[src/rtl/npu_fp16_pkg.sv]
`default_nettype none
// ============================================================================
// Module      : npu_fp16_pkg
// Description : Shared FP16 types and constants for the NPU datapath.
// Revision    : 1.0 - initial release
// ============================================================================
package npu_fp16_pkg;

    // IEEE half precision: 1 sign bit, 5 exponent bits, 10 mantissa bits
    typedef struct packed {
        logic       sign;
        logic [4:0] exp;
        logic [9:0] man;
    } fp16_t;

    localparam logic [15:0] FP16_ZERO     = 16'h0000;
    localparam int          FP16_SIGN_BIT = 15;

endpackage
`default_nettype wire

[src/rtl/fp16_add.sv]
`default_nettype none
// ============================================================================
// Module      : fp16_add
// Description : Combinational FP16 adder. Truncating alignment and rounding,
//               results with a non-positive exponent flush to zero, no NaN/Inf
//               special cases.
// Revision    : 1.0 - initial release
// ============================================================================
module fp16_add
    import npu_fp16_pkg::*;
(
    input  fp16_t a,
    input  fp16_t b,
    output fp16_t sum
);

    logic               w_a_zero;
    logic               w_b_zero;
    logic               w_swap;
    fp16_t              w_big;
    fp16_t              w_small;
    logic [4:0]         w_e_big;
    logic [4:0]         w_e_small;
    logic [10:0]        w_m_big;
    logic [10:0]        w_m_small;
    logic [4:0]         w_diff;
    logic [10:0]        w_m_shift;
    logic [11:0]        w_raw;
    logic [3:0]         w_lead;
    logic signed [6:0]  w_exp_n;
    logic [10:0]        w_norm;

    // A zero magnitude on either side passes the other operand through
    assign w_a_zero = ({a.exp, a.man} == 15'd0);
    assign w_b_zero = ({b.exp, b.man} == 15'd0);

    // Order by magnitude; raw exponent/mantissa bits compare like integers
    assign w_swap  = ({b.exp, b.man} > {a.exp, a.man});
    assign w_big   = w_swap ? b : a;
    assign w_small = w_swap ? a : b;

    // Subnormals use exponent 1 with no hidden bit
    assign w_e_big   = (w_big.exp   == 5'd0) ? 5'd1 : w_big.exp;
    assign w_e_small = (w_small.exp == 5'd0) ? 5'd1 : w_small.exp;
    assign w_m_big   = {(w_big.exp   != 5'd0), w_big.man};
    assign w_m_small = {(w_small.exp != 5'd0), w_small.man};

    // Alignment drops shifted-out bits (truncation)
    assign w_diff    = w_e_big - w_e_small;
    assign w_m_shift = w_m_small >> w_diff;

    // Big operand dominates so the difference is never negative
    assign w_raw = (w_big.sign == w_small.sign) ?
                   ({1'b0, w_m_big} + {1'b0, w_m_shift}) :
                   ({1'b0, w_m_big} - {1'b0, w_m_shift});

    // Leading-one position of the raw magnitude
    always_comb begin
        w_lead = 4'd0;
        for (int i = 0; i < 12; i++) begin
            if (w_raw[i]) begin
                w_lead = 4'(i);
            end
        end
    end

    // Hidden bit ends up at w_norm[10]; a carry-out shifts right and truncates
    assign w_exp_n = $signed({2'b00, w_e_big}) + $signed({3'b000, w_lead}) - 7'sd10;
    assign w_norm  = (w_lead == 4'd11) ? w_raw[11:1] :
                                         11'(w_raw << (4'd10 - w_lead));

    // Final result select: zero pass-through, cancellation/underflow, normal
    always_comb begin
        sum = FP16_ZERO;
        if (w_b_zero) begin
            sum = a;
        end else if (w_a_zero) begin
            sum = b;
        end else if (!w_norm[10] || (w_exp_n <= 7'sd0)) begin
            sum = FP16_ZERO;
        end else begin
            sum = {w_big.sign, w_exp_n[4:0], w_norm[9:0]};
        end
    end

endmodule
`default_nettype wire

[src/rtl/fp16_add_arbiter.sv]
`default_nettype none
// ============================================================================
// Module      : fp16_add_arbiter
// Description : Round-robin arbiter feeding a two-stage pipeline around one
//               shared FP16 adder. Responses leave in acceptance order, tagged
//               with the requester index.
// Revision    : 1.0 - initial release
// ============================================================================
module fp16_add_arbiter
    import npu_fp16_pkg::*;
#(
    parameter int NUM_REQ = 4,
    parameter int ID_W    = 2
) (
    input  logic                    clk,
    input  logic                    rst,
    input  logic [NUM_REQ-1:0]      req_valid,
    output logic [NUM_REQ-1:0]      req_ready,
    input  logic [16*NUM_REQ-1:0]   req_a,
    input  logic [16*NUM_REQ-1:0]   req_b,
    input  logic [NUM_REQ-1:0]      req_sub,
    output logic                    resp_valid,
    input  logic                    resp_ready,
    output logic [15:0]             resp_sum,
    output logic [ID_W-1:0]         resp_id,
    output logic                    busy
);

    // S1 operand stage
    fp16_t              r_a;
    fp16_t              r_b;
    logic [ID_W-1:0]    r_id1;
    logic               r_v1;
    // S2 result stage
    fp16_t              r_sum;
    logic [ID_W-1:0]    r_id2;
    logic               r_v2;
    // Round-robin scan start
    logic [ID_W-1:0]    r_rr_ptr;

    fp16_t              w_req_a [NUM_REQ];
    fp16_t              w_req_b [NUM_REQ];
    fp16_t              w_add_sum;
    logic               w_s2_adv;
    logic               w_s1_adv;
    logic               w_s1_free;
    logic               w_gnt_found;
    logic [ID_W-1:0]    w_gnt_id;
    logic [ID_W-1:0]    w_ptr_next;
    logic               w_accept;

    // Per-requester operand slices; subtraction flips B's sign up front
    generate
        for (genvar gi = 0; gi < NUM_REQ; gi++) begin : g_slice
            assign w_req_a[gi] = req_a[gi*16 +: 16];
            assign w_req_b[gi] = {req_b[gi*16 + FP16_SIGN_BIT] ^ req_sub[gi],
                                  req_b[gi*16 +: 15]};
        end
    endgenerate

    assign w_s2_adv  = !r_v2 || resp_ready;
    assign w_s1_adv  = r_v1 && w_s2_adv;
    assign w_s1_free = !r_v1 || w_s1_adv;

    // First valid requester scanning upward from the pointer, with wrap
    always_comb begin
        int idx;
        idx         = 0;
        w_gnt_found = 1'b0;
        w_gnt_id    = '0;
        for (int k = 0; k < NUM_REQ; k++) begin
            idx = int'(r_rr_ptr) + k;
            if (idx >= NUM_REQ) begin
                idx = idx - NUM_REQ;
            end
            if (!w_gnt_found && req_valid[idx]) begin
                w_gnt_found = 1'b1;
                w_gnt_id    = ID_W'(idx);
            end
        end
    end

    // One-hot accept, suppressed in reset and while S1 cannot take a new entry
    always_comb begin
        req_ready = '0;
        if (!rst && w_s1_free && w_gnt_found) begin
            req_ready[w_gnt_id] = 1'b1;
        end
    end

    assign w_accept   = |(req_valid & req_ready);
    assign w_ptr_next = (w_gnt_id == ID_W'(NUM_REQ - 1)) ? '0 : w_gnt_id + 1'b1;

    fp16_add u_add (
        .a   (r_a),
        .b   (r_b),
        .sum (w_add_sum)
    );

    // S1 load on accept, drain when S2 takes the entry; pointer follows grants
    always_ff @(posedge clk) begin
        if (rst) begin
            r_a      <= '0;
            r_b      <= '0;
            r_id1    <= '0;
            r_v1     <= 1'b0;
            r_rr_ptr <= '0;
        end else if (w_accept) begin
            r_a      <= w_req_a[w_gnt_id];
            r_b      <= w_req_b[w_gnt_id];
            r_id1    <= w_gnt_id;
            r_v1     <= 1'b1;
            r_rr_ptr <= w_ptr_next;
        end else if (w_s1_adv) begin
            r_v1     <= 1'b0;
        end
    end

    // S2 captures the adder result; holds steady under backpressure
    always_ff @(posedge clk) begin
        if (rst) begin
            r_sum <= '0;
            r_id2 <= '0;
            r_v2  <= 1'b0;
        end else if (w_s1_adv) begin
            r_sum <= w_add_sum;
            r_id2 <= r_id1;
            r_v2  <= 1'b1;
        end else if (r_v2 && resp_ready) begin
            r_v2  <= 1'b0;
        end
    end

    assign resp_valid = r_v2;
    assign resp_sum   = r_sum;
    assign resp_id    = r_id2;
    assign busy       = r_v1 || r_v2;

endmodule
`default_nettype wire

[config.mk]
export PLATFORM = sky130hd
export DESIGN_NAME = fp16_add_arbiter
export DESIGN_NICKNAME = d
export VERILOG_FILES = /design/src/rtl/npu_fp16_pkg.sv /design/src/rtl/fp16_add.sv /design/src/rtl/fp16_add_arbiter.sv
export SDC_FILE = /design/constraint.sdc
export NUM_CORES = 1
export LEC_CHECK = 0
export BUFFER_PORTS_ARGS = -buffer_cell sky130_fd_sc_hd__buf_2
export CORE_ASPECT_RATIO = 0.9
export CORE_MARGIN = 5
export CORE_UTILIZATION = 50
export CTS_CLUSTER_SIZE = 8
export DETAILED_ROUTE_END_ITERATION = 8
export PLACE_DENSITY = 0.81
export SLEW_MARGIN = 30
export SYNTH_ARGS = -nofsm -noshare
export SYNTH_HDL_FRONTEND = slang
export SYNTH_HIERARCHICAL = 1
export SYNTH_SLANG_ARGS = --single-unit
[constraint.sdc]
create_clock -name clk -period 13.2 [get_ports clk]
set_input_delay 2.64 -clock clk [delete_from_list [all_inputs] [get_ports clk]]
set_output_delay 2.64 -clock clk [all_outputs]
set_load 0.02 [all_outputs]
# Yosys cells after proc, flatten, opt, wreduce, memory -nomap -nowiden
# Index checks and enable logic that the tools add are counted.
word_totals:
  register_bits: 56
  inputBits: 139
  output_inout_bits: 24
  word_cells: 138
op_classes:
  add_sub_neg: 14
  magnitude_cmp: 13
  eq_ne: 3
  shifts: 2
  muxes: 58
  bitwise_logic: 6
  n_reduce_logical: 28
op_table:
  columns: ["op", "n"]
  rows:
  - ["16-bit 2-to-1 mux", 9]
  - ["32-bit by 4-bit < comparator with 1-bit output (second input constant)", 4]
  - ["32-bit 2-to-1 mux", 4]
  - ["16-bit binary-select mux with 2-bit select", 2]
  - ["15-bit logical NOT", 2]
  - ["4-bit 2-to-1 mux", 5]
  - ["1-bit 2-to-1 mux", 18]
  - ["15-bit greater-than comparator", 1]
  - ["2-bit 2-to-1 mux", 7]
  - ["11-bit by 11-bit adder with 12-bit output", 1]
  - ["3-bit greater-or-equal comparator (second input constant)", 4]
  - ["12-bit 2-to-1 mux", 1]
  - ["3-bit 2-to-1 mux", 4]
  - ["12-bit by 4-bit << shifter with 11-bit output", 1]
  - ["11-bit by 11-bit subtractor with 12-bit output", 1]
  - ["3-bit by 3-bit subtractor with 4-bit output (second input constant)", 3]
  - ["11-bit 2-to-1 mux", 1]
  - ["11-bit by 5-bit >> shifter with 11-bit output", 1]
  - ["5-bit logical NOT", 2]
  - ["5-bit 2-to-1 mux", 2]
  - ["5-bit nonzero test", 2]
  - ["1-bit binary-select mux with 2-bit select", 4]
  - ["1-bit logical AND", 8]
  - ["7-bit by 1-bit less-or-equal comparator with 1-bit output (second input constant)", 1]
  - ["22 further kinds", 36]

# Longest topological paths before layout
# Gate-level depths: netlist (run 1).
logic_depth:
  depth_word: 27
  ltp_mapped: 60
  depth_no_buf: 57

# By module
# Netlist (run 1), hierarchy kept.
by_module_without_submodules:
  columns: ["mod", "instances", "cells_each", "area_each_um2", "seq_area_each_um2"]
  rows:
  - ["fp16_add", 1, 564, 3865.0, 0.0]
  - ["fp16_add_arbiter", 1, 344, 2987.9, 1121.1]

# Worst setup path before layout (run 1)
# Ideal clock, no wire load.
synth_timing:
  path_kind: "register to register"
  start: "register r_a[6] (netlist name)"
  end: "register r_sum, in the netlist resp_sum[3]"
  setup_time_ps: 70
  arrival_time_ps: 10426
  required_time_ps: 13130
  setup_slack_ps: 2703
  stages_incl_launch_ff: 53
  n_path_buf: 3
  period_less_slack_ps: 10497
  path_cell_list: "dfxtp_1 -> inv_1 -> ha_1 -> nand4_1 -> a21oi_1 -> o21ai_0 -> a21oi_1 -> clkbuf_1 -> clkbuf_1 -> nand2_1 -> o21ai_0 -> nor3_1 -> inv_1 -> nand2_1 -> inv_1 -> ha_1 -> inv_1 -> fa_1 -> (+17 left out) -> xor2_1 -> nand3_1 -> nor4_4 -> inv_1 -> ha_1 -> inv_1 -> ha_1 -> a21o_1 -> a21oi_1 -> xnor2_1 -> nand3_1 -> o21ai_0 -> o41a_1 -> or3_1 -> buf_2 -> o21ai_1 -> nand2_1 -> a21oi_1"
synth_rtl:
  columns: ["item", "line_no", "source"]
  rows:
  - ["start: declaration", "fp16_add_arbiter.sv:30", "fp16_t r_a;"]
  - ["start signal: assignment", "fp16_add_arbiter.sv:109", "r_a <= w_req_a[w_gnt_id];"]
  - ["end signal: assignment", "fp16_add_arbiter.sv:126", "r_sum <= w_add_sum;"]
  - ["end: declaration", "fp16_add_arbiter.sv:35", "fp16_t r_sum;"]

==> results_dict.tcl, run 1 <==
set metrics [dict create \
    outcome "finished clean" \
    grt_overflow 0 \
    whs_ns 0.452 \
    dieArea_um2 16200 \
    cp-end-kind "flop" \
    grt_usage_pct 26.9 \
    max_stage_delay_ns 0.56 \
    dr.pass1.iters 6 \
    min_period_ns 12.05 \
    grt_first_pass_wirelength_um 35900 \
    synth_common_cells "155 x nand2_1, 77 x mux2i_1, 63 x nor2_1" \
    root_buffer "clkbuf_16" \
    netlist.area_leader.share_pct 16.4 \
    cts_buffer_depth 2 \
    grt_pass1_vias 7037 \
    cts_tree "done" \
    dpl_cell_area_um2 7740 \
    max_slew_margin_pct 36.0 \
    htree_num_levels 2 \
    syn2layout_area_growth_pct 16.0 \
    syn_area_um2 6850 \
    path_common_cell "inv_1" \
    finalNonFillerCells 1207 \
    wl_per_cell_um 18.8 \
    grt_max_degree 63 \
    globalplace.congestion 1.04 \
    cts.sinks 56 \
    synth_area_leader_cell "dfxtp_1" \
    layout.nets 1223 \
    core-area_um2 13400 \
    clock.fmax_mhz 83.0 \
    path_clk_slew_ns 0.07 \
    criticalPathCategory "flop to flop" \
    postSynthCellCount 908 \
    min-delay-path-class "flop to flop" \
    dieWidth_um 133 \
    cp.arrival_ns 12.27 \
    setup-tns-final_ns 0 \
    drt_iter0_markers 908 \
    tightest_slew_ns 0.960 \
    yosysMostFrequentCell "nand2_1" \
    ys_ff_latch 56 \
    route.vias.total 7619 \
    io_buffers 162 \
    ys_warn_count 6 \
    dp_hpwl_um 18100 \
    placementRows 40 \
    wirelength_um 22700 \
    ys_types 86 \
    antenna_found_initial 0 \
    dp.cells 1198 \
    io_pins 163 \
    vias_per_cell 6.31 \
    slew_viol_final 0 \
    synth.avg_cell_area_um2 7.55 \
    timing.final.crit_share_pct 91.3 \
    synth_area_leaders "dfxtp_1 16%, mux2i_1 11%, nand2_1 8.5%, ha_1 7.9%, a32o_1 5.1%" \
    die_y_um 121 \
    finalHoldViolCount 0 \
    crit_path_start_kind "flop" \
    clock_latency_ns 0.29 \
    drive_gt1_share_pct 21.3 \
    worstPathMaxFanout 23 \
    crit_required_ns 13.43 \
    critical-path-slowest-cell "nor3_4" \
    post_cts_buffers 0 \
    cap_violations 0 \
    numCtsBuffers 5 \
    synth_edf_count 0 \
    remaining_drc_errors 0 \
    postSynth.asyncResetShare_pct 0 \
    n_fill_cell 1247 \
    antenna_left 0 \
    setup_viol 0 \
    fin_area_um2 7950 \
    finClkSkew_ns 0.00408 \
    rsz0062_at_grt "false" \
    synth_flop_cell "dfxtp_1" \
    antenna_cells 0 \
    synth_seq_area_share_pct 16.4 \
    initial_utilization_pct 51.1 \
    synth_nets 1093 \
]
[cells by family (layout without fill, tap and decap cells)]
logic type      Yosys count  after routing  share of synthesized area [%]
mux                      91             91                           14.4
flops                    56             56                           16.4
xor+xnor                 35             35                           4.47
compound gates          269            269                           28.6
simple gates            319            319                           21.9
fa+ha+maj                46             46                           8.73
buf+inv                  92            223                           5.62
[placed cells by master (no fill, tap or decap), types with 6 or more instances in the layout]
cell	count
o21a_1	9
a32o_1	35
nor3_1	12
buf_4	7
mux2_2	8
nand4_1	9
nand2b_1	6
buf_2	162
dfxtp_1	56
nand3_1	17
a21o_1	9
a21oi_1	60
o211ai_1	16
nand2_1	155
nor2_1	61
o21ai_0	35
nor2b_1	6
mux2i_1	77
o21ai_1	11
a22oi_1	21
or3_1	6
inv_1	43
nor4_1	14
xor2_1	11
xnor2_1	24
ha_1	43
[cell type report]
type                            count  area, µm²  area share [%]
Sequential cell                    56       1120            14.1
Clock inverter                      2       38.8           0.488
Clock buffer                        6        139            1.75
Inverter                           45        169            2.12
Timing Repair Buffer              170        878            11.0
Multi-Input combinational cell    760       5400            67.9
Tap cell                          168        210            2.64
[final timing paths]
| check | startpoint | end | slack, ns | depth (start not counted) |
|---|---|---|---|---|
| hold reg to reg | resp_sum[1]$_SDFFE_PP0P_ | resp_sum[1]$_SDFFE_PP0P_ | 0.45 | 2 |
| setup / recovery | r_a[9]$_SDFFE_PP0P_ | resp_sum[7]$_SDFFE_PP0P_ | 1.15 | 53 |
| setup reg to reg | r_a[9]$_SDFFE_PP0P_ | resp_sum[7]$_SDFFE_PP0P_ | 1.15 | 53 |
| hold / removal | resp_sum[1]$_SDFFE_PP0P_ | resp_sum[1]$_SDFFE_PP0P_ | 0.45 | 2 |
[per-layer routing]
metal  track usage [%]  vias up  share of wire [%]  wire [µm]
met5                 0        -                  0          0
met4              8.61        0                2.9        660
met3              5.43       46                9.7       2200
met2              43.2      405                 46      10400
met1              36.4     3510                 42       9490
li1                  -     3658                  -          -
[state kept, by name, indices dropped and copies added, names as in the netlist]
register    flops
r_a            16
r_b            16
r_id1           2
r_rr_ptr        2
r_v1            1
resp_id         2
resp_sum       16
resp_valid      1
[what timing repair did]
item,CTS,global route
endpoints found under the hold margin,0,0
resized for setup,0,4
setup endpoints to repair,0,16
hold buffers,0,0
[worst max-delay path: cells and delay by family (launching register included)]
family	cells	cell delay [ns]
mux	1	0.33
fa+ha+maj	8	2.15
flops	1	0.48
buf+inv	8	1.07
simple gates	13	2.48
xor+xnor	2	0.55
compound gates	21	4.87
[per-stage QoR]
step / setup WS [ns] / utilization (%)
after floorplan: 2.70 / -
after global placement: 1.23 / 57.7
after detailed placement: 1.02 / 57.7
after CTS: 0.982 / 59.0
after global routing: 0.0429 / 59.3
final: 1.15 / 59.3
Power of run 1 is left out: the tool's default activity adds up to more than one toggle a clock period on the data nets, which glitch-free logic cannot reach.
==> run 2, diff against run 1 <==
--- a/config.mk
+++ b/config.mk
@@ -8,10 +8,10 @@
 export BUFFER_PORTS_ARGS = -buffer_cell sky130_fd_sc_hd__buf_2
 export CORE_ASPECT_RATIO = 0.9
 export CORE_MARGIN = 5
-export CORE_UTILIZATION = 50
+export CORE_UTILIZATION = 43
 export CTS_CLUSTER_SIZE = 8
 export DETAILED_ROUTE_END_ITERATION = 8
-export PLACE_DENSITY = 0.81
+export PLACE_DENSITY = 0.72
 export SLEW_MARGIN = 30
 export SYNTH_ARGS = -nofsm -noshare
 export SYNTH_HDL_FRONTEND = slang
==> run 2 against run 1 <==
Against the previous run:
- fmax decreased by 0.73%
- die area grew 15%
- flip-flop and latch count did not move
- worst setup slack got worse by 0.089 ns
- clock skew rose by 0.0011 ns
- hold slack improved by 0.0010 ns
- sequential share of layout area down 0.064 points
==> results_dict.tcl, run 2 (synthesis gave the netlist of run 1 again) <==
set metrics [dict create \
    clock_latency_ns 0.29 \
    cts.sinks 56 \
    io_pins 163 \
    slew_viol_final 0 \
    drive_gt1_share_pct 21.2 \
    cp.arrival_ns 12.37 \
    dpl_cell_area_um2 7790 \
    vias_per_cell 6.15 \
    antenna_cells 0 \
    grt_usage_pct 24.1 \
    numCtsBuffers 5 \
    crit_buf_inv 7 \
    dr.pass1.iters 7 \
    syn2layout_area_growth_pct 16.6 \
    antenna_found_initial 0 \
    die_y_um 130 \
    most-common-layout-cells "162 x buf_2, 155 x nand2_1, 77 x mux2i_1" \
    final_common_cell "buf_2" \
    crit_required_ns 13.43 \
    post_cts_buffers 0 \
    drt_iter0_markers 911 \
    finalHoldViolCount 0 \
    grt_max_degree 65 \
    setup-tns-final_ns 0 \
    crit_path_start_kind "flop" \
    setup_viol 0 \
    outcome "finished clean" \
    placementRows 43 \
    clock.fmax_mhz 82.4 \
    grt_first_pass_wirelength_um 36400 \
    tightest_slew_ns 0.980 \
    dieArea_um2 18600 \
    antenna_left 0 \
    globalplace.congestion 1.03 \
    postCtsHoldBufs 0 \
    wirelength_um 23200 \
    criticalPathCategory "flop to flop" \
    dieWidth_um 143 \
    fin_area_um2 7990 \
    io_buffers 162 \
    min_period_ns 12.14 \
    worstPathMaxFanout 26 \
    path_common_cell "a21oi_1" \
    critPathTopFamily "compound AO/OA/AOI/OAI gates" \
    busiest_layer "met2" \
    route.vias.total 7636 \
    postCtsResizedCells 0 \
    cap_violations 0 \
    grt_use_met3_pct 2.75 \
    grt_pass1_vias 6839 \
    htree_num_levels 2 \
    cts_tree "done" \
    layout.nets 1224 \
    grt_overflow 0 \
    met2_usage_pct 38.0 \
    max_slew_margin_pct 34.7 \
    final_util_pct 51.4 \
    timing.final.crit_share_pct 91.9 \
    root_buffer "clkbuf_16" \
    wl_per_cell_um 18.7 \
    initial_utilization_pct 44.1 \
    core-area_um2 15500 \
    cts_buffer_depth 2 \
    min-delay-path-class "flop to flop" \
    rsz0062_at_grt "false" \
    path_clk_slew_ns 0.07 \
    remaining_drc_errors 0 \
    cp-end-kind "flop" \
    critical-path-slowest-cell "o41a_1" \
    dp_hpwl_um 18500 \
    max_stage_delay_ns 0.55 \
    use_met1_pct 35.2 \
    finClkSkew_ns 0.00522 \
]
-- run 2: final timing paths --
kind	cells after the start	start	endpoint	slack [ns]
max reg2reg	50	r_a[6]$_SDFFE_PP0P_	resp_sum[0]$_SDFFE_PP0P_	1.06
min	2	resp_sum[13]$_SDFFE_PP0P_	resp_sum[13]$_SDFFE_PP0P_	0.45
min reg2reg	2	resp_sum[13]$_SDFFE_PP0P_	resp_sum[13]$_SDFFE_PP0P_	0.45
max	50	r_a[6]$_SDFFE_PP0P_	resp_sum[0]$_SDFFE_PP0P_	1.06
-- run 2: final cells by class --
cell class | instances | area, µm²
Timing Repair Buffer | 171 | 886
Multi-Input combinational cell | 760 | 5380
Clock buffer | 6 | 139
Fill cell | 1497 | 7560
Sequential cell | 56 | 1120
Clock inverter | 2 | 38.8
Inverter | 45 | 169
Tap cell | 202 | 253
-- run 2: stage by stage --
| step | worst slack (ns) | std cells | hold WS (ns) |
|---|---|---|---|
| 2_1_floorplan | 2.70 | 908 | 0.432 |
| 3_3_place_gp | 1.19 | 1233 | 0.442 |
| 3_5_place_dp | 1.03 | 1233 | 0.444 |
| 4_1_cts | 0.965 | 1241 | 0.454 |
| 5_1_grt | 0.00166 | 1242 | 0.474 |
| 6_report | 1.06 | 1242 | 0.453 |
-- run 2: metal layers --
metal | vias to the layer above | share of wire, %
met2 | 414 | 45
met4 | 0 | 2.1
met1 | 3516 | 45
met3 | 46 | 8.2
li1 | 3660 | -
met5 | - | 0
-- run 2: worst min-delay path: cells and delay by family, from the launching register on --
kind | cells | cell delay (ns)
DFF | 1 | 0.31
and+or+nand+nor | 1 | 0.05
AOI/OAI and AO/OA | 1 | 0.05
Power of run 2 is left out for the same reason.
==> run 3, diff against run 2 <==
==> constraint.sdc (replaced) <==
create_clock -name clk -period 12.96 [get_ports clk]
set_input_delay 0.648 -clock clk [delete_from_list [all_inputs] [get_ports clk]]
set_output_delay 0.648 -clock clk [all_outputs]
set_load 0.02 [all_outputs]
==> run 3 against run 2 <==
Against the previous run:
- critical path type unchanged
- core utilization rose by 0.56 points
- largest cell class unchanged
- highest routed layer unchanged
- flip-flop and latch count unchanged
- register-to-register slack better by 0.096 ns
- clock-buffer cell count is 1 higher
- fmax up 2.9%
==> results_dict.tcl, run 3 (synthesis gave the netlist of run 1 again) <==
set metrics [dict create \
    wirelength_um 23500 \
    cts.sinks 56 \
    timing.final.crit_share_pct 91.1 \
    initial_utilization_pct 44.1 \
    drive_gt1_share_pct 21.9 \
    route.vias.total 7639 \
    antenna_found_initial 0 \
    path_common_cell "inv_1" \
    finalHoldViolCount 0 \
    min-delay-path-class "flop to flop" \
    critPathTopFamily "compound AO/OA/AOI/OAI gates" \
    cp-end-kind "flop" \
    tightest_slew_ns 0.923 \
    max_stage_delay_ns 0.65 \
    cts_buffer_depth 2 \
    syn2layout_area_growth_pct 17.9 \
    wl_per_cell_um 18.7 \
    htree_num_levels 2 \
    cap_violations 0 \
    placementRows 43 \
    postCtsHoldBufs 0 \
    numCtsBuffers 5 \
    most-common-layout-cells "162 x buf_2, 155 x nand2_1, 77 x mux2i_1" \
    io_pins 163 \
    vias_per_cell 6.10 \
    fin_area_um2 8080 \
    seqCellArea_um2 1120 \
    worstPathMaxFanout 16 \
    finClkSkew_ns 0.00589 \
    clock_latency_ns 0.29 \
    die_y_um 130 \
    grt_max_degree 45 \
    dpl_cell_area_um2 7840 \
    grt_overflow 0 \
    crit_buf_inv 8 \
    max_slew_margin_pct 38.3 \
    grt_pass1_vias 7083 \
    crit_path_start_kind "flop" \
    drt_iter0_markers 765 \
    path_clk_slew_ns 0.07 \
    cts_tree "done" \
    slew_viol_final 0 \
    dieWidth_um 143 \
    remaining_drc_errors 0 \
    antenna_cells 0 \
    grt_usage_pct 24.7 \
    final_common_cell "buf_2" \
    globalplace.congestion 1.06 \
    crit_required_ns 13.19 \
    clock.fmax_mhz 84.7 \
    antenna_left 0 \
    critical-path-slowest-cell "fa_1" \
    cp.arrival_ns 12.03 \
    dp_hpwl_um 18800 \
    min_period_ns 11.80 \
    multi_input_area_um2 5400 \
    root_buffer "clkbuf_16" \
    n_fill_cell 1469 \
    io_buffers 162 \
    dr.pass1.iters 6 \
    grt_first_pass_wirelength_um 37000 \
    dieArea_um2 18600 \
    core-area_um2 15500 \
    outcome "finished clean" \
    layout.nets 1235 \
    setup_viol 0 \
    criticalPathCategory "flop to flop" \
]
run 3: cell count changes in the layout (fill, tap and decap cells not counted), sizes merged:
cell      before  now
buf          171  182
clkinv         2    1
clkbuf         6    7
clkinvlp       0    1
bufinv         1    0
run 3: worst min-delay path, delay by kind of cell, from the launching register on:
kind	cells	cell delay, ns
flops	1	0.31
simple gates	1	0.05
compound gates	1	0.05
run 3: layout make-up:
cell class / instances / share of cell area (%)
timing repair buffer: 182 / 12.2
clock inverter: 1 / 0.0930
clock buffer: 7 / 1.77
sequential: 56 / 13.9
multi-input combinational: 760 / 66.8
inverter: 45 / 2.09
tap: 202 / 3.13
run 3: path summary, 6_finish.rpt:
kind | start | end | slack, ns | depth (start not counted)
min | resp_sum[6]$_SDFFE_PP0P_ | resp_sum[6]$_SDFFE_PP0P_ | 0.46 | 2
max | r_a[5]$_SDFFE_PP0P_ | resp_sum[0]$_SDFFE_PP0P_ | 1.16 | 50
max reg2reg | r_a[5]$_SDFFE_PP0P_ | resp_sum[0]$_SDFFE_PP0P_ | 1.16 | 50
min reg2reg | resp_sum[6]$_SDFFE_PP0P_ | resp_sum[6]$_SDFFE_PP0P_ | 0.46 | 2
run 3: routing by layer:
metal / vias up / track usage [%] / part of all wire [%]
met1: 3486 / 35.0 / 44
met3: 56 / 3.88 / 8.9
met4: 0 / 8.11 / 2.8
li1: 3689 / - / -
met5: - / 0 / 0
met2: 408 / 38.5 / 44
run 3: what timing repair did:
item,CTS,global route
gates resized for setup,0,3
setup endpoints to repair,0,16
buffers inserted,0,7
run 3: per-stage QoR:
stage | utilization [%] | setup slack [ns] | instances | setup TNS (ns) | hold WS (ns)
5_1_grt | 51.9 | -0.0178 | 1253 | -0.0246 | 0.473
2_1_floorplan | - | 2.46 | 908 | 0 | 0.432
6_report | 51.9 | 1.16 | 1253 | 0 | 0.455
4_1_cts | 51.4 | 0.632 | 1245 | 0 | 0.453
3_3_place_gp | 50.2 | 0.825 | 1236 | 0 | 0.444
3_5_place_dp | 50.4 | 0.694 | 1237 | 0 | 0.443
Power of run 3 is left out for the same reason.
